$ cat src/rtl/instruction_loader.sv
// instruction_loader: byte-stream writer for the instruction memory.
// Receives a 24-bit big-endian word count followed by big-endian 32-bit
// words over a valid/ready handshake and issues one-cycle write strobes.
// Optional build macro: LOADER_CHECKSUM_EN adds a trailing XOR checksum byte
// that must match every byte accepted since start.
// ADDR_WIDTH is expected to lie in 16..24 (length bytes are packed into it).
module instruction_loader #(
  parameter int SIZE         = 110,
  parameter int ADDR_WIDTH   = 20,
  parameter int BASE_ADDRESS = 0
) (
  input  logic                  clock,
  input  logic                  reset,
  input  logic                  start,
  input  logic                  byte_valid,
  input  logic [7:0]            byte_data,
  output logic                  byte_ready,
  output logic                  wr_en,
  output logic [ADDR_WIDTH-1:0] wr_address,
  output logic [31:0]           wr_data,
  output logic                  busy,
  output logic                  done,
  output logic                  error,
  output logic [ADDR_WIDTH-1:0] word_count
);

  localparam logic [23:0]           SIZE_L = 24'(SIZE);
  localparam logic [ADDR_WIDTH-1:0] BASE_L = ADDR_WIDTH'(BASE_ADDRESS);
  localparam logic [ADDR_WIDTH-1:0] ONE_L  = ADDR_WIDTH'(1);

`ifdef LOADER_CHECKSUM_EN
  typedef enum logic [2:0] {
    S_IDLE  = 3'd0,
    S_LEN   = 3'd1,
    S_DATA  = 3'd2,
    S_WRITE = 3'd3,
    S_DONE  = 3'd4,
    S_ERROR = 3'd5,
    S_CHK   = 3'd6
  } state_t;
`else
  typedef enum logic [2:0] {
    S_IDLE  = 3'd0,
    S_LEN   = 3'd1,
    S_DATA  = 3'd2,
    S_WRITE = 3'd3,
    S_DONE  = 3'd4,
    S_ERROR = 3'd5
  } state_t;
`endif

  state_t                state_q, state_d;
  logic                  armed_q;
  logic [ADDR_WIDTH-1:0] len_q, len_d;
  logic [1:0]            idx_q, idx_d;
  logic [23:0]           asm_q, asm_d;
  logic [ADDR_WIDTH-1:0] count_q, count_d;
  logic [ADDR_WIDTH-1:0] wr_address_q, wr_address_d;
  logic [31:0]           wr_data_q, wr_data_d;
  logic                  byte_ready_q, byte_ready_d;
  logic                  wr_en_q, wr_en_d;
  logic                  busy_q, busy_d;
  logic                  done_q, done_d;
  logic                  error_q, error_d;
`ifdef LOADER_CHECKSUM_EN
  logic [7:0]            csum_q, csum_d;
`endif

  logic        accept;
  logic [23:0] len_full;
  state_t      finish_state;

  assign accept   = byte_valid && byte_ready_q;
  assign len_full = {len_q[15:0], byte_data};

  // Where a completed load goes: straight to DONE, or via the checksum byte.
`ifdef LOADER_CHECKSUM_EN
  assign finish_state = S_CHK;
`else
  assign finish_state = S_DONE;
`endif

  // State register; start is only honoured once a clock edge has passed since reset.
  always_ff @(posedge clock or posedge reset) begin
    if (reset) begin
      state_q <= S_IDLE;
      armed_q <= 1'b0;
    end else begin
      state_q <= state_d;
      armed_q <= 1'b1;
    end
  end

  // Datapath and registered outputs.
  always_ff @(posedge clock or posedge reset) begin
    if (reset) begin
      len_q        <= '0;
      idx_q        <= '0;
      asm_q        <= '0;
      count_q      <= '0;
      wr_address_q <= '0;
      wr_data_q    <= '0;
      byte_ready_q <= 1'b0;
      wr_en_q      <= 1'b0;
      busy_q       <= 1'b0;
      done_q       <= 1'b0;
      error_q      <= 1'b0;
`ifdef LOADER_CHECKSUM_EN
      csum_q       <= '0;
`endif
    end else begin
      len_q        <= len_d;
      idx_q        <= idx_d;
      asm_q        <= asm_d;
      count_q      <= count_d;
      wr_address_q <= wr_address_d;
      wr_data_q    <= wr_data_d;
      byte_ready_q <= byte_ready_d;
      wr_en_q      <= wr_en_d;
      busy_q       <= busy_d;
      done_q       <= done_d;
      error_q      <= error_d;
`ifdef LOADER_CHECKSUM_EN
      csum_q       <= csum_d;
`endif
    end
  end

  // Next-state logic; outputs are decoded from the next state so they register cleanly.
  always_comb begin
    state_d      = state_q;
    len_d        = len_q;
    idx_d        = idx_q;
    asm_d        = asm_q;
    count_d      = count_q;
    wr_address_d = wr_address_q;
    wr_data_d    = wr_data_q;
`ifdef LOADER_CHECKSUM_EN
    csum_d       = csum_q;
    if (accept) begin
      csum_d = csum_q ^ byte_data;
    end
`endif

    case (state_q)
      S_IDLE, S_DONE, S_ERROR: begin
        if (start && armed_q) begin
          state_d = S_LEN;
          len_d   = '0;
          idx_d   = '0;
          asm_d   = '0;
          count_d = '0;
`ifdef LOADER_CHECKSUM_EN
          csum_d  = '0;
`endif
        end
      end

      S_LEN: begin
        if (accept) begin
          len_d = len_full[ADDR_WIDTH-1:0];
          if (idx_q == 2'd2) begin
            idx_d = '0;
            if (len_full == 24'd0) begin
              state_d = finish_state;
            end else if (len_full > SIZE_L) begin
              state_d = S_ERROR;
            end else begin
              state_d = S_DATA;
            end
          end else begin
            idx_d = idx_q + 2'd1;
          end
        end
      end

      S_DATA: begin
        if (accept) begin
          if (idx_q == 2'd3) begin
            idx_d        = '0;
            wr_data_d    = {asm_q, byte_data};
            wr_address_d = BASE_L + count_q;
            state_d      = S_WRITE;
          end else begin
            asm_d = {asm_q[15:0], byte_data};
            idx_d = idx_q + 2'd1;
          end
        end
      end

      S_WRITE: begin
        count_d = count_q + ONE_L;
        if ((count_q + ONE_L) == len_q) begin
          state_d = finish_state;
        end else begin
          state_d = S_DATA;
        end
      end

`ifdef LOADER_CHECKSUM_EN
      S_CHK: begin
        if (accept) begin
          state_d = (byte_data == csum_q) ? S_DONE : S_ERROR;
        end
      end
`endif

      default: state_d = S_IDLE;
    endcase

`ifdef LOADER_CHECKSUM_EN
    byte_ready_d = (state_d == S_LEN) || (state_d == S_DATA) || (state_d == S_CHK);
    busy_d       = (state_d == S_LEN) || (state_d == S_DATA) ||
                   (state_d == S_WRITE) || (state_d == S_CHK);
`else
    byte_ready_d = (state_d == S_LEN) || (state_d == S_DATA);
    busy_d       = (state_d == S_LEN) || (state_d == S_DATA) || (state_d == S_WRITE);
`endif
    wr_en_d = (state_d == S_WRITE);
    done_d  = (state_d == S_DONE);
    error_d = (state_d == S_ERROR);
  end

  assign byte_ready = byte_ready_q;
  assign wr_en      = wr_en_q;
  assign wr_address = wr_address_q;
  assign wr_data    = wr_data_q;
  assign busy       = busy_q;
  assign done       = done_q;
  assign error      = error_q;
  assign word_count = count_q;

endmodule

$ cat config.mk
export PLATFORM = sky130hd
export DESIGN_NAME = instruction_loader
export DESIGN_NICKNAME = d
export VERILOG_FILES = /design/src/rtl/instruction_loader.sv
export SDC_FILE = /design/constraint.sdc
export NUM_CORES = 1
export LEC_CHECK = 0
export CORE_AREA = 2 2 104 106
export CTS_CLUSTER_DIAMETER = 200
export DETAILED_ROUTE_END_ITERATION = 12
export DIE_AREA = 0 0 106 108
export PLACE_DENSITY_LB_ADDON = 0.3
export SETUP_SLACK_MARGIN = 0.5
export SLEW_MARGIN = 20
export SYNTH_ARGS = -nofsm -noshare
export SYNTH_HDL_FRONTEND = slang
export SYNTH_SLANG_ARGS = --single-unit
$ cat constraint.sdc
create_clock -name clock -period 7 [get_ports clock]
set_input_delay 2.1 -clock clock [delete_from_list [all_inputs] [get_ports clock]]
set_output_delay 2.1 -clock clock [all_outputs]
set_load 0.01 [all_outputs]
* After elaboration in Yosys (flattened, before gate mapping)
Index checks and enable logic that the tools add are counted.
** Storage, ports and cells
- Register bits after elaboration :: 127
- Input port bits :: 12
** Operators by class
- Add/sub/neg operators :: 2
- $lt $le $gt $ge :: 1
- Equal/unequal tests :: 17
- Mux-type cells :: 23
- Reductions and logical operators :: 16
** Operator list (number)
- 20-bit one-hot mux with 2 select lines :: 2
- 24-bit two-way mux :: 3
- 24-bit one-hot mux with 2 select lines :: 1
- 20-bit two-way mux :: 2
- 24-bit by 7-bit greater-than comparator with 1-bit output (second input constant) :: 1
- 24-bit logical NOT :: 1
- 3-bit two-way mux :: 8
- 20-bit by 1-bit adder with 20-bit output (second input constant) :: 1
- 20-bit equality test :: 1
- 3-bit by 2-bit equality test with 1-bit output (second input constant) :: 4
- 3-bit equality test (second input constant) :: 4
- 3-bit one-hot mux with 4 select lines :: 1
- 2-bit two-way mux :: 5
- 2-bit inequality test (second input constant) :: 4
- 4-bit AND reduction :: 2
- 3-bit by 1-bit equality test with 1-bit output (second input constant) :: 2
- 2-bit one-hot mux with 3 select lines :: 1
- 3-bit AND reduction :: 2
- 2-bit nonzero test :: 3
- 2-bit equality test (second input constant) :: 2
- 3-bit logical NOT :: 1
- 3-bit nonzero test :: 1
- 3-bit OR reduction :: 1
- 2-bit by 1-bit adder with 2-bit output (second input constant) :: 1
- other kinds (3) :: 5

* Logic depth before layout (Yosys ltp)
Gate-level depths: netlist of run 1.
- Depth in word-level cells :: 9
- Mapped depth :: 9

* Least setup slack after synthesis of run 1
No wires, ideal clock.
- Path type :: input-to-reg
- From :: in byte_data[7]
- To :: reg byte_ready_q (netlist: byte_ready)
- Data arrival time :: 3.457 ns
- Slack :: 3.432 ns
- Cell stages on the path :: 7
- Path buffers :: 0
- Path through :: nor4_1 -> nand4_1 -> a311oi_1 -> a21boi_0 -> o21ai_0 -> a31o_2 -> a2111oi_2
** On the way
- Word-level cells in the longest chain between the ends :: 8
- Elaborated cells between the ends (all ways) :: 10
** Ends and longest elaborated chain
- start, declared :: RTL line 16 : input logic [7:0] byte_data,
- 24-bit by 7-bit greater-than comparator with 1-bit output :: RTL line 166 : end else if (len_full > SIZE_L) begin
- 3-bit two-way mux :: RTL line 166
- 3-bit two-way mux * :: RTL line 164 : if (len_full == 24'd0) begin
- 3-bit two-way mux * :: RTL line 162 : if (idx_q == 2'd2) begin
- 3-bit two-way mux * :: RTL line 160 : if (accept) begin
- 3-bit one-hot mux with 4 select lines * :: RTL line 145 : case (state_q)
- named net state_d[2] :: RTL line 52 : state_t state_q, state_d;
- 3-bit by 1-bit equality test with 1-bit output or 3-bit by 2-bit equality test with 1-bit output (tied branches) :: RTL line 216 : byte_ready_d = (state_d == S_LEN) || (state_d == S_DATA);
- 1-bit logical OR * :: RTL line 216
- named net byte_ready_d :: RTL line 60 : logic byte_ready_q, byte_ready_d;
- end signal, assigned :: RTL line 118 : byte_ready_q <= byte_ready_d;
- end, declared :: RTL line 60
Mark *: on every way through the listed nets, which the timed path passes. The rest lies on a longest branch.
A chain may end at the register's enable or synchronous reset.

* Final worst setup path of run 1
- From :: in byte_valid
- To :: reg done_q (netlist: done)
** On the way
- Word-level cells in the longest chain between the ends :: 4
- Elaborated cells between the ends (all ways) :: 5
** Ends and longest elaborated chain
- start, declared :: RTL line 15 : input logic byte_valid,
- 1-bit logical AND * :: RTL line 73 : assign accept = byte_valid && byte_ready_q;
- 3-bit two-way mux (on tied branches) :: RTL line 178, 160
- 3-bit one-hot mux with 4 select lines * :: RTL line 145
- named net state_d[2] :: RTL line 52
- 3-bit equality test * :: RTL line 220 : done_d = (state_d == S_DONE);
- named net done_d :: RTL line 63 : logic done_q, done_d;
- end signal, assigned :: RTL line 121 : done_q <= done_d;
- end, declared :: RTL line 63
Marks and branches as above.

==> impl_metrics.toml, run 1 <==
[outcome]
status = "completed"

[logic_synthesis]
synth-async-reset-ratio_pct = 100.0
synth.most_common_cell = "dfrtp_1"
synth-edff-count = 0
syn_inst = 533
synth_flop_cell = "dfrtp_1"
netlist_area_mm2 = 0.005868
synth_common_cells = "dfrtp_1, nand2_1, mux2_2"
synth_area_per_cell_um2 = 11.01
synth_top_cell_by_area = "dfrtp_1"
ys_types = 55
yosys-top-cells-area = "dfrtp_1, mux2_2, nand2_1"
seq_area_frac_synth_pct = 54.16
syn-num-nets = 550
yosysTopAreaCellShare_pct = 54.16
ys_ff_latch = 127
synth_warnings = 0

[critical_path]
required_ns = 7.46
cp-start-kind = "primary input"
startpoint = "byte_valid"
critPathCaptureType = "flip-flop"
path_max_fanout = 23
crit_end = "done"
rrSetupSlack_ns = 4.12
crit_type = "primary input to flip-flop"
critical_path_arrival_ns = 4.42
r2r-start = "word_count[0]"
worstRegToRegCells = 8
crit-reg2reg-capture = "state_q[1]"

[clocking]
numCtsBuffers = 17
cts_buffer_depth = 2
clk_pin_slew_ns = 0.06
root_buffer = "clkbuf_8"
cts_hold_buffers = 0
clock_latency_ns = 0.52
post-cts-setup-buffers = 0
post_cts_resized = 0
cts.sinks = 127
cts_tree = "yes"
h-tree-depth = 4

[die]
die_h_um = 108
die_x_um = 106
num_rows = 37
core_area_mm2 = 0.01023
io_pins = 89
start_util_pct = 57.36
dieArea_mm2 = 0.01145

[routing]
avgRoutedWirePerCell_um = 17.81
wl_um = 13480
avgViaCountPerCell = 5.967
drc = 0
drt_first_iter_violations = 289
num_vias = 4517
postRouteAntennaNets = 0
dr.pass1.iters = 5

[place]
dpl.hpwl_um = 8565
place.gp.congestion = 0.8703
port_buffers = 88
post-place-cells = 725

[timing]
hold_ws_ns = 0.4847
hold_viol_final = 0
finalSetupViolations = 0
setup_tns_ns = 0
fin_skew_ns = 0.007575
worstMarginPinSlew_ns = 1.121
min_period_ns = 3.961
drv_slew = 0
rsz0062_at_grt = "no"
maxSlewHeadroom_pct = 25.17
timing.final.crit_share_pct = 56.59
timing.fmax_mhz = 252.4

[hold_path]
hp-class = "flip-flop to flip-flop"

[final_layout]
fin_nets = 625
area_growth_pct = 25.97
fillers = 704
diodes = 0
drive_gt1_share_pct = 16.43
postLayoutCoreUtil_pct = 72.25
final_cells = 757

[global_routing]
grt_pass1_vias = 4425
grt_remaining_overflow = 0
grt_pass1_wl_um = 22860
grt_max_degree = 87
antenna_found_initial = 0
grt_util_all_layers_pct = 25.40

[pwr]
powerDensity_mw_per_mm2 = 345.5
p_leak_nw = 3.240
ir_drop_mv = 0.1924

[job]
cap_violations = 0
-- worst min-delay path by stage --
stage | start | to | cells after the start
6_report | asm_q[17] | asm_q[17] | 2
5_1_grt | wr_address[8] | wr_address[8] | 1
4_1_cts | asm_q[22] | asm_q[22] | 2
3_5_place_dp | asm_q[19] | asm_q[19] | 2
3_3_place_gp | asm_q[20] | asm_q[20] | 2
2_1_floorplan | asm_q[16] | asm_q[16] | 2
-- power breakdown --
part / switching (W) / internal, W / total (W) / leakage, nW
combinational: 0.000337 / 0.000317 / 0.000654 / 1.25
clock: 0.000327 / 0.000516 / 0.000843 / 0.270
sequential: 0.000215 / 0.000843 / 0.00106 / 1.72
-- metal layers --
metal | track usage (%) | part of all wire, % | up-vias
met2 | 40.23 | 49 | 183
li1 | - | - | 2055
met3 | 6.691 | 6.0 | 24
met4 | 7.331 | 1.5 | 0
met1 | 34.98 | 43 | 2255
met5 | 0 | 0 | -
-- layout by cell type (no fill, tap or decap), types with 5 or more instances in the layout --
master | netlist | routed
a31oi_1 | 7 | 7
mux2_2 | 52 | 52
o21ai_0 | 47 | 47
nand3_1 | 13 | 13
nor4_1 | 6 | 6
ha_1 | 5 | 5
nand2_1 | 73 | 73
a22o_1 | 21 | 21
o31ai_1 | 9 | 9
a21oi_1 | 11 | 10
nand4_1 | 5 | 5
xor2_1 | 15 | 15
xnor2_1 | 17 | 17
dfrtp_1 | 127 | 127
inv_1 | 6 | 5
clkbuf_16 | 0 | 16
nor2_1 | 23 | 21
nor3_1 | 6 | 6
clkdlybuf4s50_1 | 0 | 88
-- registers in the layout (all words and copies together) (netlist names) --
signal	count
armed_q	1
done	1
len_q	20
error	1
word_count	20
idx_q	2
wr_address	20
byte_ready	1
wr_en	1
asm_q	24
wr_data	32
state_q	3
busy	1
-- critical path, cell delays in order --
cell,delay (ns)
clkdlybuf4s50_1,0.45
nand2_1,0.07
nor2_1,0.32
and2_1,0.76
nand2_1,0.10
o21ai_0,0.26
a31o_2,0.20
and3_1,0.15
-- cells by family (layout without fill, tap and decap cells) --
group	Yosys count	in the layout	synth area share (%)
AOI/OAI and AO/OA	120	120	13.92
xor gates and xnor gates	32	32	4.776
adders and majority gates	5	5	1.066
buffers and inverters	41	129	2.921
DFF	127	127	54.16
muxes	52	52	9.979
other	1	1	0.06390
and+or+nand+nor	155	155	13.11
-- layout make-up --
| type | instances | area (µm²) | share of cell area, % |
|---|---|---|---|
| clock buffer | 19 | 431.7 | 5.840 |
| clock inverter | 13 | 140.1 | 1.896 |
| inverter | 6 | 27.53 | 0.3724 |
| multi-input combinational | 365 | 2541 | 34.38 |
| sequential | 127 | 3178 | 42.99 |
| tap | 136 | 170.2 | 2.302 |
| timing repair buffer | 91 | 903.4 | 12.22 |
-- metrics by stage --
stage	power [W]	area, µm²	setup WS, ns
2_1_floorplan	0.001471	5868	1.516
3_3_place_gp	0.001669	6815	2.546
3_5_place_dp	0.001698	6815	2.404
4_1_cts	0.002550	7387	2.948
5_1_grt	0.002684	7392	2.860
6_report	0.002554	7392	3.039
Power figures use the tool's default switching activity.
==> run 2: changes to the inputs <==
- CORE_AREA: 2 2 104 106 -> 2 2 108 110
- DIE_AREA: 0 0 106 108 -> 0 0 110 112
- clock period: 7 -> 4.09 ns (I/O delays scaled with it)
==> impl_metrics.toml, run 2 (synthesis gave the netlist of run 1 again) <==
[outcome]
status = "completed"

[critical_path]
worstPathCellList = "clkdlybuf4s50_1 -> nor4_1 -> nand4_1 -> a311oi_1 -> a21boi_0 -> o21ai_0 -> a31o_2 -> a2111oi_2"
path_max_fanout = 5
critPathMaxStageDelay_ns = 0.49
cp_num_buf_inv = 1
path_delay_family = "compound AO/OA/AOI/OAI gates"
cp-start-kind = "primary input"
critical_path_arrival_ns = 3.39
startpoint = "byte_data[7]"
r2r-start = "word_count[0]"
critPathSlowestCell = "clkdlybuf4s50_1"
crit_type = "primary input to flip-flop"
critPathCaptureType = "flip-flop"
required_ns = 4.40

[routing]
drt-met1-wl_um = 5810
num_vias = 4439
postRouteAntennaNets = 0
avgRoutedWirePerCell_um = 16.94
routed-wl-met2_um = 6292
drc = 0
wl_um = 13080
routed-wl-met3_um = 751
dr.pass1.iters = 6
avgViaCountPerCell = 5.750
routed.top_layer = "met4"
drt_first_iter_violations = 255

[pwr]
ir_drop_mv = 0.3663
powerDensity_mw_per_mm2 = 609.3
total_power_w = 0.004613
p_leak_nw = 3.323

[final_layout]
postLayoutCellArea_mm2 = 0.007571
final_cell_mix = "dfrtp_1, clkdlybuf4s50_1, nand2_1, mux2_2, o21ai_0"
area_growth_pct = 29.02
fin_nets = 633
final_cells = 772
multiInputGateArea_mm2 = 0.002539
drive_gt1_share_pct = 17.49
largest_reg_flops = 32
diodes = 0
regArea_mm2 = 0.003178
mostFrequentLayoutCell = "dfrtp_1"
fillers = 855

[clocking]
clock_latency_ns = 0.42
cts_buffer_depth = 2
numCtsBuffers = 17
post_cts_resized = 0
post-cts-setup-buffers = 0
cts_tree = "yes"
clk_pin_slew_ns = 0.05
cts_hold_buffers = 0
cts.sinks = 127
root_buffer = "clkbuf_16"
h-tree-depth = 4

[timing]
setup_tns_ns = 0
min_period_ns = 3.082
timing.fmax_mhz = 324.5
maxSlewHeadroom_pct = 29.52
finalSetupViolations = 0
drv_slew = 0
rsz0062_at_grt = "no"
fin_skew_ns = 0.007510
hold_viol_final = 0
timing.final.crit_share_pct = 75.34
worstMarginPinSlew_ns = 1.056

[global_routing]
grt_remaining_overflow = 0
grt_util_all_layers_pct = 23.17
grt_pass1_wl_um = 22070
grt_max_degree = 49
grt_pass1_vias = 4292
antenna_found_initial = 0

[place]
place.gp.congestion = 0.8518
post-place-cells = 740
port_buffers = 88
dpl.hpwl_um = 8895
place_area_mm2 = 0.006898

[hold_path]
hp-class = "flip-flop to flip-flop"
worstHoldStart = "asm_q[21]"

[die]
die_x_um = 110
num_rows = 39
dieArea_mm2 = 0.01232
io_pins = 89
core_area_mm2 = 0.01117
start_util_pct = 52.51
die_h_um = 112

[job]
cap_violations = 0
run 2: changes by cell type in the layout (fill, tap and decap cells not counted), sizes merged:
cell / before / now
clkbuf: 19 / 20
inv: 7 / 6
clkinv: 6 / 2
buf: 3 / 11
clkinvlp: 4 / 5
bufinv: 2 / 5
run 2: layout make-up:
class / instances / area share (%)
tap: 143 / 2.363
inverter: 6 / 0.3471
timing repair buffer: 99 / 12.89
sequential: 127 / 41.98
multi-input combinational: 365 / 33.53
clock inverter: 12 / 2.727
clock buffer: 20 / 6.164
run 2: report_power, final:
| part | total [W] | switching [W] | leakage, nW | internal [W] |
|---|---|---|---|---|
| clock network | 0.00169 | 0.000552 | 0.315 | 0.00113 |
| logic | 0.00113 | 0.000563 | 1.28 | 0.000563 |
| registers | 0.00180 | 0.000359 | 1.72 | 0.00144 |
| total | 0.00461 | 0.00147 | 3.32 | 0.00314 |
run 2: tightest hold or removal path: stages (launching register included):
cell and delay [ns]:
dfrtp_1 0.34, nand2_1 0.04, o21ai_0 0.06
run 2: per-layer routing:
layer,track usage (%),vias to the layer above
met3,5.269,21
met5,0,-
li1,-,2070
met2,35.26,155
met4,8.523,0
met1,32.52,2193
run 2: path summary, 6_finish.rpt:
| kind | to | slack, ns | cells past startpoint |
|---|---|---|---|
| max reg2reg | state_q[1] | 1.18 | 8 |
| max in group asynchronous | asm_q[18] | 1.95 | 3 |
| min in group asynchronous | word_count[5] | 1.31 | 2 |
| max | byte_ready | 1.01 | 8 |
| min reg2reg | asm_q[21] | 0.48 | 2 |
| min | asm_q[21] | 0.48 | 2 |
run 2: metrics by stage:
stage          utilization, %  hold WS (ns)  setup slack (ns)
6_report                67.75        0.4776             1.008
5_1_grt                 67.75        0.5053            0.7789
4_1_cts                 67.75        0.4831             1.028
3_5_place_dp            61.73        0.4710            0.6062
3_3_place_gp            61.73        0.4636            0.7236
2_1_floorplan               -        0.4444             1.296
